<file path="config.mk">
export PLATFORM = sky130hd
export DESIGN_NAME = ov5640_sccb_cfg
export DESIGN_NICKNAME = d
export VERILOG_FILES = /design/src/rtl/ov5640_sccb_cfg.sv
export SDC_FILE = /design/constraint.sdc
export NUM_CORES = 1
export LEC_CHECK = 0
export CORE_MARGIN = 8
export CORE_UTILIZATION = 34
export DETAILED_ROUTE_END_ITERATION = 10
export PLACE_DENSITY = 0.58
export SETUP_SLACK_MARGIN = 0.4
export SYNTH_ARGS = -nofsm -noshare
export SYNTH_HDL_FRONTEND = slang
export SYNTH_SLANG_ARGS = --single-unit
</file>
<file path="constraint.sdc">
create_clock -name CMOS_XCLK -period 6.5 [get_ports CMOS_XCLK]
set_input_delay 1.3 -clock CMOS_XCLK [delete_from_list [all_inputs] [get_ports CMOS_XCLK]]
set_output_delay 1.3 -clock CMOS_XCLK [all_outputs]
set_load 0.02 [all_outputs]
</file>
<file path="src/rtl/ov5640_sccb_cfg.sv">
// OV5640 power-up sequencer and SCCB register-table loader.
// Lives in the CMOS_XCLK domain; cfg_done qualifies the capture path.
module ov5640_sccb_cfg #(
  parameter int unsigned CLK_DIV    = 60,
  parameter int unsigned PWR_DELAY  = 24000,
  parameter int unsigned RST_DELAY  = 24000,
  parameter int unsigned INIT_DELAY = 480000,
  parameter logic [7:0]  N_REGS     = 8'd200,
  parameter logic [7:0]  DEV_ADDR   = 8'h78,
  parameter int unsigned MAX_RETRY  = 3
) (
  input  logic        CMOS_XCLK,
  input  logic        cmos_rst_n,
  input  logic        start,
  output logic [7:0]  lut_index,
  input  logic [23:0] lut_data,
  output logic        cam_pwdn,
  output logic        cam_rst_n,
  output logic        sccb_scl,
  output logic        sccb_sda_o,
  output logic        sccb_sda_oe,
  input  logic        sccb_sda_i,
  output logic        cfg_busy,
  output logic        cfg_done,
  output logic        ack_err
);

  localparam logic [19:0] T_PWR  = 20'(PWR_DELAY - 1);
  localparam logic [19:0] T_RST  = 20'(RST_DELAY - 1);
  localparam logic [19:0] T_INIT = 20'(INIT_DELAY - 1);
  localparam logic [19:0] T_Q    = 20'(CLK_DIV - 1);
  localparam logic [19:0] T_H    = 20'(2 * CLK_DIV - 1);
  localparam logic [19:0] T_GAP  = 20'(4 * CLK_DIV - 1);
  localparam logic [7:0]  RMAX   = 8'(MAX_RETRY);

  typedef enum logic [3:0] {
    S_PWR,
    S_RST,
    S_WAIT,
    S_START,
    S_BYTE,
    S_ACK,
    S_STOP,
    S_GAP,
    S_DONE
  } state_e;

  state_e      state_q;
  logic [19:0] timer_q;
  logic [19:0] timer_d;
  logic [1:0]  ph_q;
  logic [2:0]  bit_q;
  logic [1:0]  byte_q;
  logic [23:0] data_q;
  logic [7:0]  retry_q;
  logic        nack_q;
  logic [7:0]  idx_q;
  logic        pwdn_q;
  logic        crst_q;
  logic        scl_q;
  logic        sda_q;
  logic        oe_q;
  logic        busy_q;
  logic        done_q;
  logic        err_q;

  logic        tmr_zero;
  logic        last_idx;
  logic [7:0]  cur_byte;
  logic        bit_nxt;
  logic        nxt_msb;

  assign tmr_zero = (timer_q == 20'd0);
  assign timer_d  = tmr_zero ? 20'd0 : timer_q - 20'd1;
  assign last_idx = (idx_q == N_REGS - 8'd1);
  assign bit_nxt  = cur_byte[3'd6 - bit_q];

  always_comb begin
    unique case (byte_q)
      2'd0:    cur_byte = DEV_ADDR;
      2'd1:    cur_byte = data_q[23:16];
      2'd2:    cur_byte = data_q[15:8];
      default: cur_byte = data_q[7:0];
    endcase
    unique case (byte_q)
      2'd0:    nxt_msb = data_q[23];
      2'd1:    nxt_msb = data_q[15];
      default: nxt_msb = data_q[7];
    endcase
  end

  always_ff @(posedge CMOS_XCLK or negedge cmos_rst_n) begin
    if (!cmos_rst_n) begin
      state_q <= S_PWR;
      timer_q <= T_PWR;
      ph_q    <= 2'd0;
      bit_q   <= 3'd0;
      byte_q  <= 2'd0;
      data_q  <= 24'd0;
      retry_q <= 8'd0;
      nack_q  <= 1'b0;
      idx_q   <= 8'd0;
      pwdn_q  <= 1'b1;
      crst_q  <= 1'b0;
      scl_q   <= 1'b1;
      sda_q   <= 1'b1;
      oe_q    <= 1'b0;
      busy_q  <= 1'b1;
      done_q  <= 1'b0;
      err_q   <= 1'b0;
    end else begin
      timer_q <= timer_d;
      unique case (state_q)
        S_PWR: begin
          if (tmr_zero) begin
            state_q <= S_RST;
            timer_q <= T_RST;
            pwdn_q  <= 1'b0;
          end
        end
        S_RST: begin
          if (tmr_zero) begin
            state_q <= S_WAIT;
            timer_q <= T_INIT;
            crst_q  <= 1'b1;
          end
        end
        S_WAIT: begin
          if (tmr_zero) begin
            state_q <= S_START;
            timer_q <= T_H;
            byte_q  <= 2'd0;
            bit_q   <= 3'd0;
            nack_q  <= 1'b0;
            scl_q   <= 1'b1;
            sda_q   <= 1'b0;
            oe_q    <= 1'b1;
          end
        end
        S_START: begin
          // index settles one cycle before the latch
          if (timer_q == T_H) data_q <= lut_data;
          if (tmr_zero) begin
            state_q <= S_BYTE;
            timer_q <= T_Q;
            ph_q    <= 2'd0;
            scl_q   <= 1'b0;
            sda_q   <= DEV_ADDR[7];
          end
        end
        S_BYTE: begin
          if (tmr_zero) begin
            timer_q <= T_Q;
            ph_q    <= ph_q + 2'd1;
            unique case (ph_q)
              2'd0:    scl_q <= 1'b1;
              2'd1:    scl_q <= 1'b1;
              2'd2:    scl_q <= 1'b0;
              default: begin
                if (bit_q == 3'd7) begin
                  state_q <= S_ACK;
                  bit_q   <= 3'd0;
                  oe_q    <= 1'b0;
                  sda_q   <= 1'b1;
                end else begin
                  bit_q <= bit_q + 3'd1;
                  sda_q <= bit_nxt;
                end
              end
            endcase
          end
        end
        S_ACK: begin
          if (ph_q == 2'd2 && timer_q == T_Q) nack_q <= sccb_sda_i;
          if (tmr_zero) begin
            timer_q <= T_Q;
            ph_q    <= ph_q + 2'd1;
            unique case (ph_q)
              2'd0:    scl_q <= 1'b1;
              2'd1:    scl_q <= 1'b1;
              2'd2:    scl_q <= 1'b0;
              default: begin
                oe_q <= 1'b1;
                if (nack_q || byte_q == 2'd3) begin
                  state_q <= S_STOP;
                  sda_q   <= 1'b0;
                end else begin
                  state_q <= S_BYTE;
                  byte_q  <= byte_q + 2'd1;
                  sda_q   <= nxt_msb;
                end
              end
            endcase
          end
        end
        S_STOP: begin
          if (tmr_zero) begin
            if (ph_q == 2'd0) begin
              ph_q    <= 2'd1;
              timer_q <= T_Q;
              scl_q   <= 1'b1;
            end else begin
              state_q <= S_GAP;
              timer_q <= T_GAP;
              ph_q    <= 2'd0;
              oe_q    <= 1'b0;
              sda_q   <= 1'b1;
            end
          end
        end
        S_GAP: begin
          if (tmr_zero) begin
            if (nack_q && retry_q < RMAX) begin
              retry_q <= retry_q + 8'd1;
              state_q <= S_START;
            end else begin
              retry_q <= 8'd0;
              if (nack_q) err_q <= 1'b1;
              if (last_idx) begin
                state_q <= S_DONE;
                busy_q  <= 1'b0;
                done_q  <= 1'b1;
              end else begin
                idx_q   <= idx_q + 8'd1;
                state_q <= S_START;
              end
            end
            if (!(last_idx && !(nack_q && retry_q < RMAX))) begin
              timer_q <= T_H;
              byte_q  <= 2'd0;
              bit_q   <= 3'd0;
              nack_q  <= 1'b0;
              scl_q   <= 1'b1;
              sda_q   <= 1'b0;
              oe_q    <= 1'b1;
            end
          end
        end
        S_DONE: begin
          if (start) begin
            state_q <= S_RST;
            timer_q <= T_RST;
            crst_q  <= 1'b0;
            idx_q   <= 8'd0;
            err_q   <= 1'b0;
            retry_q <= 8'd0;
            busy_q  <= 1'b1;
            done_q  <= 1'b0;
          end
        end
        default: begin
          state_q <= S_PWR;
          timer_q <= T_PWR;
        end
      endcase
    end
  end

  assign lut_index   = idx_q;
  assign cam_pwdn    = pwdn_q;
  assign cam_rst_n   = crst_q;
  assign sccb_scl    = scl_q;
  assign sccb_sda_o  = sda_q;
  assign sccb_sda_oe = oe_q;
  assign cfg_busy    = busy_q;
  assign cfg_done    = done_q;
  assign ack_err     = err_q;

endmodule

</file>
---- Yosys cells after proc, flatten, opt, wreduce, memory -nomap -nowiden ----
Cells that the tools add are included.
storage, ports and cells
  register bits ........................... 80
  output and inout bits ................... 16
  input port bits ......................... 28
operators by class
  $add $sub $neg .......................... 7
  magnitude comparators ................... 2
  multiplexer cells ....................... 103
  reductions and logical operators ........ 37
  equality and inequality tests ........... 41
operators with widths
  operator                                                                number
  20-bit 2-to-1 mux                                                       9
  20-bit one-hot mux with 7 select lines                                  1
  4-bit 2-to-1 mux                                                        15
  8-bit 2-to-1 mux                                                        7
  2-bit != test, second input constant                                    21
  1-bit 2-to-1 mux                                                        38
  4-bit one-hot mux with 9 select lines                                   1
  8-bit one-hot mux with 2 select lines                                   2
  8-bit one-hot mux with 3 select lines                                   1
  20-bit by 6-bit equality test with 1-bit output, second input constant  1
  20-bit by 7-bit equality test with 1-bit output, second input constant  1
  20-bit zero test                                                        1
  5-bit AND reduction                                                     4
  20-bit by 1-bit subtractor with 20-bit output, second input constant    1
  2-bit 2-to-1 mux                                                        9
  3-bit 2-to-1 mux                                                        6
  8-bit by 1-bit adder with 8-bit output, second input constant           2
  4-bit by 3-bit equality test with 1-bit output, second input constant   4
  1-bit one-hot mux with 5 select lines                                   3
  5-bit nonzero test                                                      3
  13-bit AND reduction                                                    1
  1-bit one-hot mux with 2 select lines                                   6
  2-bit one-hot mux with 3 select lines                                   2
  11-bit AND reduction                                                    1
  other kinds (33)                                                        50

---- Logic depth before layout (Yosys ltp) ----
Gate-level depths: netlist of run 1.
  depth in word-level cells ............... 8
  mapped depth ............................ 9

---- Least setup slack after synthesis of run 1 ----
No wires, ideal clock.
  path kind ............................... flip-flop to flip-flop
  start ................................... register timer_q[13]
  end ..................................... register oe_q, in the netlist sccb_sda_oe
  arrival ................................. 2455 ps
  required time ........................... 6372 ps
  path buffers ............................ 1
  setup slack ............................. 3918 ps
  stages on the path, launching flop included .. 8
  library setup time ...................... 128 ps
  cells stage by stage .................... dfrtp_1 or4_4 or4_1 buf_2 nor3_4 o211ai_1 a211oi_1 mux2_1
on the way
  longest elaborated chain between the ends .. 3
  elaborated cells on any way between the ends .. 7
  classes of those cells .................. eq/ne (5); reduce/logical (2)
ends and longest elaborated chain
  what                              RTL line  text
  start: declaration                49        logic [19:0] timer_q;
  start signal: assignment          112       timer_q <= timer_d;
  20-bit zero test *                73        assign tmr_zero = (timer_q == 20'd0);
  2-bit != test (no line)           --
  11-bit AND reduction (no line) *  --
  end signal: assignment            107       oe_q <= 1'b0;
  end signal: assignment            137       oe_q <= 1'b1;
  end signal: assignment            163       oe_q <= 1'b0;
  end: declaration                  62        logic oe_q;
Mark *: on every way between the ends. The rest lies on a longest branch, timed or not.
A chain may end at the register's enable or synchronous reset.

---- Worst setup path after layout of run 1 ----
  start ................................... register timer_q[13]
  end ..................................... register data_q[7]
on the way
  longest elaborated chain between the ends .. 2
ends and longest elaborated chain
  what                                             RTL line  text
  20-bit by 7-bit equality test with 1-bit output  142       if (timer_q == T_H) data_q <= lut_data;
  2-bit AND reduction (no line)                    --
  end signal: assignment                           142
  end: declaration                                 54        logic [23:0] data_q;
No other way between the ends.

==> flow_summary.toml, run 1 <==
[min_path]
worstHoldPathCells = 1
hp-start = "cam_pwdn"
min_to = "cam_pwdn"
min_path_type = "flop to flop"

[placement]
dp.cells = 694
place_area_sq_um = 5250
io_buffer_count = 43
dp_hpwl_microns = 8510
place_congestion = 0.861

[drt]
wl_per_cell_microns = 16.9
detail-route-antenna-nets = 0
route.detailed.drc = 0
viasPerCell = 5.51
totalWireLength_microns = 12000
drt_iter0_markers = 225
vias = 3911
dr.pass1.iters = 7

[timing]
rsz0062_at_grt = "no"
max_slew.worst_pin.slew_ns = 1.27
fin_skew_ns = 0.00604
timing.final.crit_share = 0.513
finalSetupTns_ns = 0
setup_viol = 0
slew_headroom = 0.155
holdWs_ns = 0.488
min_period_ns = 3.33
max_freq_mhz = 300
finalHoldViolCount = 0
report.final.slew_viol_count = 0

[synthesis]
synth_area_leaders = "dfrtp_1 (34%), dfstp_2 (8.9%), mux2_2 (6.7%)"
syn-cell-area_sq_um = 4710
synthFlopType = "dfrtp_1"
yosysTopAreaCell = "dfrtp_1"
synth_cell_type_count = 62
synth_seq_cells = 80
yosysWarnings = 0
async_flop_share = 1.00
synthesis.nets = 542
synth_top_area_share = 0.340
synth_edf_count = 0
synthCells = 499
syn_avg_cell_area_sq_um = 9.43
ys_seq_area_frac = 0.430

[clock_tree]
cts_tree = "done"
post_cts_buffers = 0
root_buffer = "clkbuf_16"
cts.sinks = 80
cts-htree-levels = 3
insertion_delay_ns = 0.34
ctsResizeCount = 0
numCtsBuffers = 9
cts_buffer_depth = 2
hold_buffers = 0
cts.clk_slew.worst_paths_ns = 0.06

[global_routing]
grt_max_degree = 81
antenna_found_initial = 0
grt_usage = 0.140
grt_pass1_wl_microns = 20400
gr-total-overflow = 0
grt_pass1_vias = 3998

[critical_path]
critPathLaunch = "timer_q[13]"
slowest_stage = "nor2_2"
worst_ep_arrival_time_ns = 3.56
reg2reg_from = "timer_q[13]"
start_kind = "flop"
reg2reg_to = "data_q[7]"
reg2regPathDepth = 5
endpoint_kind = "flop"
rrSetupSlack_ns = 3.17
crit_fanout = 24
path_cells = "or4_4 > nor4_1 > nand4_1 > nor2_2 > mux2_2"
setup.worst_path.class = "flop to flop"
crit_required_ns = 6.72
slowest_delay_ns = 0.99

[cells_and_area]
fin_area_sq_um = 5540
fin_cells = 710
final_common_cell = "dfrtp_1"
n_antenna_cell = 0
area_delta_synth_final_pct = 17.8
nNetsFinal = 568
drive_gt1_frac = 0.134
mostFrequentLayoutCells = "dfrtp_1 (64), nor2_1 (49), clkdlybuf4s50_1 (42)"

[floorplan]
row_count = 43
dieHeight_microns = 134
dieArea_sq_um = 17900
coreArea_sq_um = 13700
ios = 44
chipWidth_microns = 134
start_util = 0.343

[pwr]
leakagePower_nw = 2.31
powerDensity_nw_per_um2 = 187
total_power_w = 0.00104
ir_worst_vdd_v = 0.000112

[run]
drv_cap = 0

[outcome]
status = "finished, final reports clean"
==> area by class of cell <==
| class | instances | area, sq um |
|---|---|---|
| sequential | 80 | 2020 |
| clock buffer | 9 | 225 |
| fill | 1365 | 8180 |
| tap | 180 | 225 |
| timing repair buffer | 44 | 435 |
| multi-input combinational | 376 | 2510 |
| inverter | 14 | 52.6 |
| clock inverter | 7 | 71.3 |
==> Yosys cell counts (all sizes together), types with 13 or more instances <==
library cell,instances
dfrtp,64
xnor2,13
nand3,13
ha,15
dfstp,16
nand2,41
o21ai,34
nor2,51
nor3,14
inv,14
mux2,30
a21oi,24
clkbuf,20
==> metrics by stage <==
stage | setup slack (ns) | util
floorplan | 3.92 | -
global placement | 3.15 | 0.382
detailed placement | 3.11 | 0.382
CTS | 3.18 | 0.404
global route | 2.90 | 0.404
finish | 3.17 | 0.404
==> report_power, final <==
part | internal, W | switching [W]
Combinational | 0.0000142 | 0.0000126
Clock | 0.000297 | 0.000213
Sequential | 0.000498 | 0
Total | 0.000810 | 0.000226
==> critical path, delay by kind of cell (launching register included) <==
| family | cells | cell delay, ns |
|---|---|---|
| mux | 1 | 0.44 |
| simple gates | 4 | 2.36 |
| flops | 1 | 0.40 |
==> flip-flops by register name, summed over array words and instances, names as in the netlist <==
register	cells
cfg_done	1
ph_q	2
cfg_busy	1
state_q	4
data_q	24
retry_q	8
lut_index	8
cam_rst_n	1
sccb_sda_oe	1
sccb_sda_o	1
sccb_scl	1
byte_q	2
ack_err	1
nack_q	1
cam_pwdn	1
timer_q	20
bit_q	3
==> worst max path at each step <==
| stage | end | slack [ns] | cells past startpoint |
|---|---|---|---|
| finish | data_q[7] | 3.17 | 5 |
| global placement | lut_index[6] | 3.15 | 5 |
| detailed placement | lut_index[6] | 3.11 | 5 |
| floorplan | sccb_sda_oe | 3.92 | 7 |
| global route | sccb_sda_oe | 2.90 | 6 |
| CTS | data_q[7] | 3.18 | 5 |
==> kinds of logic after synthesis <==
kind of cell | Yosys count | synth area share
simple gates | 181 | 0.198
compound gates | 121 | 0.168
flops | 80 | 0.430
buf+inv | 43 | 0.0372
mux | 36 | 0.0846
xor+xnor | 23 | 0.0428
fa+ha+maj | 15 | 0.0399
==> routing by layer <==
layer  global-route usage  vias up  share of wire
li1                     -     1864              -
met1                0.178     1906           0.46
met2                0.220      126           0.46
met3               0.0486       15          0.065
met4               0.0424        0          0.014
met5                    0        -              0
(Power assumes the default switching activity.)
==> run 2: changes to the inputs <==
- clock period: 6.5 -> 3.2 ns (I/O delays scaled with it)
==> run 2 against run 1 <==
  * Final cell count grew 2.3%
  * Clock skew is 0.0028 ns higher
  * Non-clock buffer count is 16 higher
  * Critical path depth up 2
  * Sequential share of layout area is 1.1 points lower
  * Sequential cell count unchanged
  * Design area grew 3.2%
  * Hold slack got worse by 0.019 ns
  * Critical endpoint is now timer_q[4]
==> flow_summary.toml, run 2 (synthesis results as in run 1) <==
[placement]
place_congestion = 0.858
post-place-ws_ns = 0.395
dp_hpwl_microns = 8770
io_buffer_count = 43

[clock_tree]
cts_buffer_depth = 2
cts.clk_slew.worst_paths_ns = 0.06
hold_buffers = 0
cts.sinks = 80
cts-htree-levels = 3
insertion_delay_ns = 0.35
root_buffer = "clkbuf_16"
cts_tree = "done"
numCtsBuffers = 9

[cells_and_area]
nNetsFinal = 584
regMostFlops = "data_q"
final_common_cell = "dfrtp_1"
mostFrequentLayoutCells = "dfrtp_1 (64), nor2_1 (49), clkdlybuf4s50_1 (42)"
drive_gt1_frac = 0.163
reg_top3 = "data_q (24), timer_q (20)"
area_delta_synth_final_pct = 21.6
largest_register_ffs = 24
n_antenna_cell = 0
final_core_util = 0.417

[pwr]
powerDensity_nw_per_um2 = 385
ir_worst_vdd_v = 0.000329
leakagePower_nw = 2.43

[global_routing]
grt_pass1_vias = 3969
grt_usage = 0.141
grt_max_degree = 81
grt_pass1_wl_microns = 20300
antenna_found_initial = 0
gr-total-overflow = 0

[critical_path]
slowest_stage = "or4_4"
reg2reg_from = "timer_q[13]"
crit_buf_inv = 1
reg2regPathDepth = 7
crit_path_end = "timer_q[4]"
path_cells = "or4_4 > or4_4 > or3_1 > buf_4 > a31oi_4 > a21oi_1 > o32a_1"
slowest_delay_ns = 0.56
crit_required_ns = 3.47
start_kind = "flop"
reg2reg_to = "timer_q[4]"
crit_fanout = 15
setup.worst_path.class = "flop to flop"
endpoint_kind = "flop"
rrSetupSlack_ns = 0.52
path_depth = 7
crit_top_cell = "or4_4"
critPathLaunch = "timer_q[13]"
crit_family = "simple AND/OR/NAND/NOR gates"
worst_ep_arrival_time_ns = 2.95

[floorplan]
chipWidth_microns = 134
coreArea_sq_um = 13700
start_util = 0.343
row_count = 43
ios = 44
dieHeight_microns = 134
dieArea_sq_um = 17900

[drt]
wl_per_cell_microns = 16.6
drt_iter0_markers = 269
viasPerCell = 5.41
vias = 3925
dr.pass1.iters = 5
totalWireLength_microns = 12100
route.detailed.drc = 0
detail-route-antenna-nets = 0

[timing]
rsz0062_at_grt = "no"
max_slew.worst_pin.slew_ns = 1.02
finalHoldViolCount = 0
report.final.slew_viol_count = 0
min_period_ns = 2.68
timing.final.crit_share = 0.838
max_freq_mhz = 373
slew_headroom = 0.320
setup_viol = 0
finalSetupTns_ns = 0
layout_setup_ws_ns = 0.518
fin_skew_ns = 0.00888

[run]
drv_cap = 0

[outcome]
status = "finished, final reports clean"

[min_path]
min_path_type = "primary input to async pin"
## run 2: layer usage
metal | part of all wire | track usage | vias to the layer above
li1 | - | - | 1901
met1 | 0.46 | 0.183 | 1870
met2 | 0.45 | 0.213 | 127
met3 | 0.061 | 0.0377 | 27
met4 | 0.030 | 0.0717 | 0
met5 | 0 | 0 | -
## run 2: layout make-up
type,count,area [sq um]
inverters,14,52.6
clock inverters,5,78.8
clock buffers,11,253
repair buffers,60,568
fillers,1329,8000
well taps,180,225
flip-flops and latches,80,2020
multi-input cells,376,2520
## run 2: how the worst min path moves through the flow
| stage | startpoint | depth (start not counted) | slack [ns] | endpoint |
|---|---|---|---|---|
| 5_1_grt | cam_pwdn | 1 | 0.51 | cam_pwdn |
| 3_3_place_gp | bit_q[2] | 2 | 0.47 | bit_q[2] |
| 4_1_cts | bit_q[1] | 2 | 0.49 | bit_q[1] |
| 2_1_floorplan | cmos_rst_n | 0 | 0.34 | ack_err |
| 3_5_place_dp | bit_q[1] | 2 | 0.48 | bit_q[1] |
| 6_report | cmos_rst_n | 1 | 0.47 | timer_q[17] |
## run 2: report_power, final
| group | internal [W] | switching (W) |
|---|---|---|
| logic | 0.0000288 | 0.0000255 |
| registers | 0.00101 | 0 |
| clock network | 0.000724 | 0.000413 |
| total | 0.00177 | 0.000438 |
## run 2: timing repair
| action | in CTS | in global routing |
|---|---|---|
| endpoints found under the setup margin | 1 | 13 |
| gates resized for setup | 1 | 1 |
| buffers inserted | 0 | 0 |
| cloned | 0 | 0 |
## run 2: metrics by stage
step | instance area, sq um | hold slack [ns] | cells | total power, W
4_1_cts | 5720 | 0.494 | 726 | 0.00224
5_1_grt | 5720 | 0.507 | 726 | 0.00229
3_3_place_gp | 5380 | 0.473 | 710 | 0.00109
2_1_floorplan | 4710 | 0.344 | 499 | 0.00103
3_5_place_dp | 5380 | 0.481 | 710 | 0.00109
6_report | 5720 | 0.469 | 726 | 0.00220
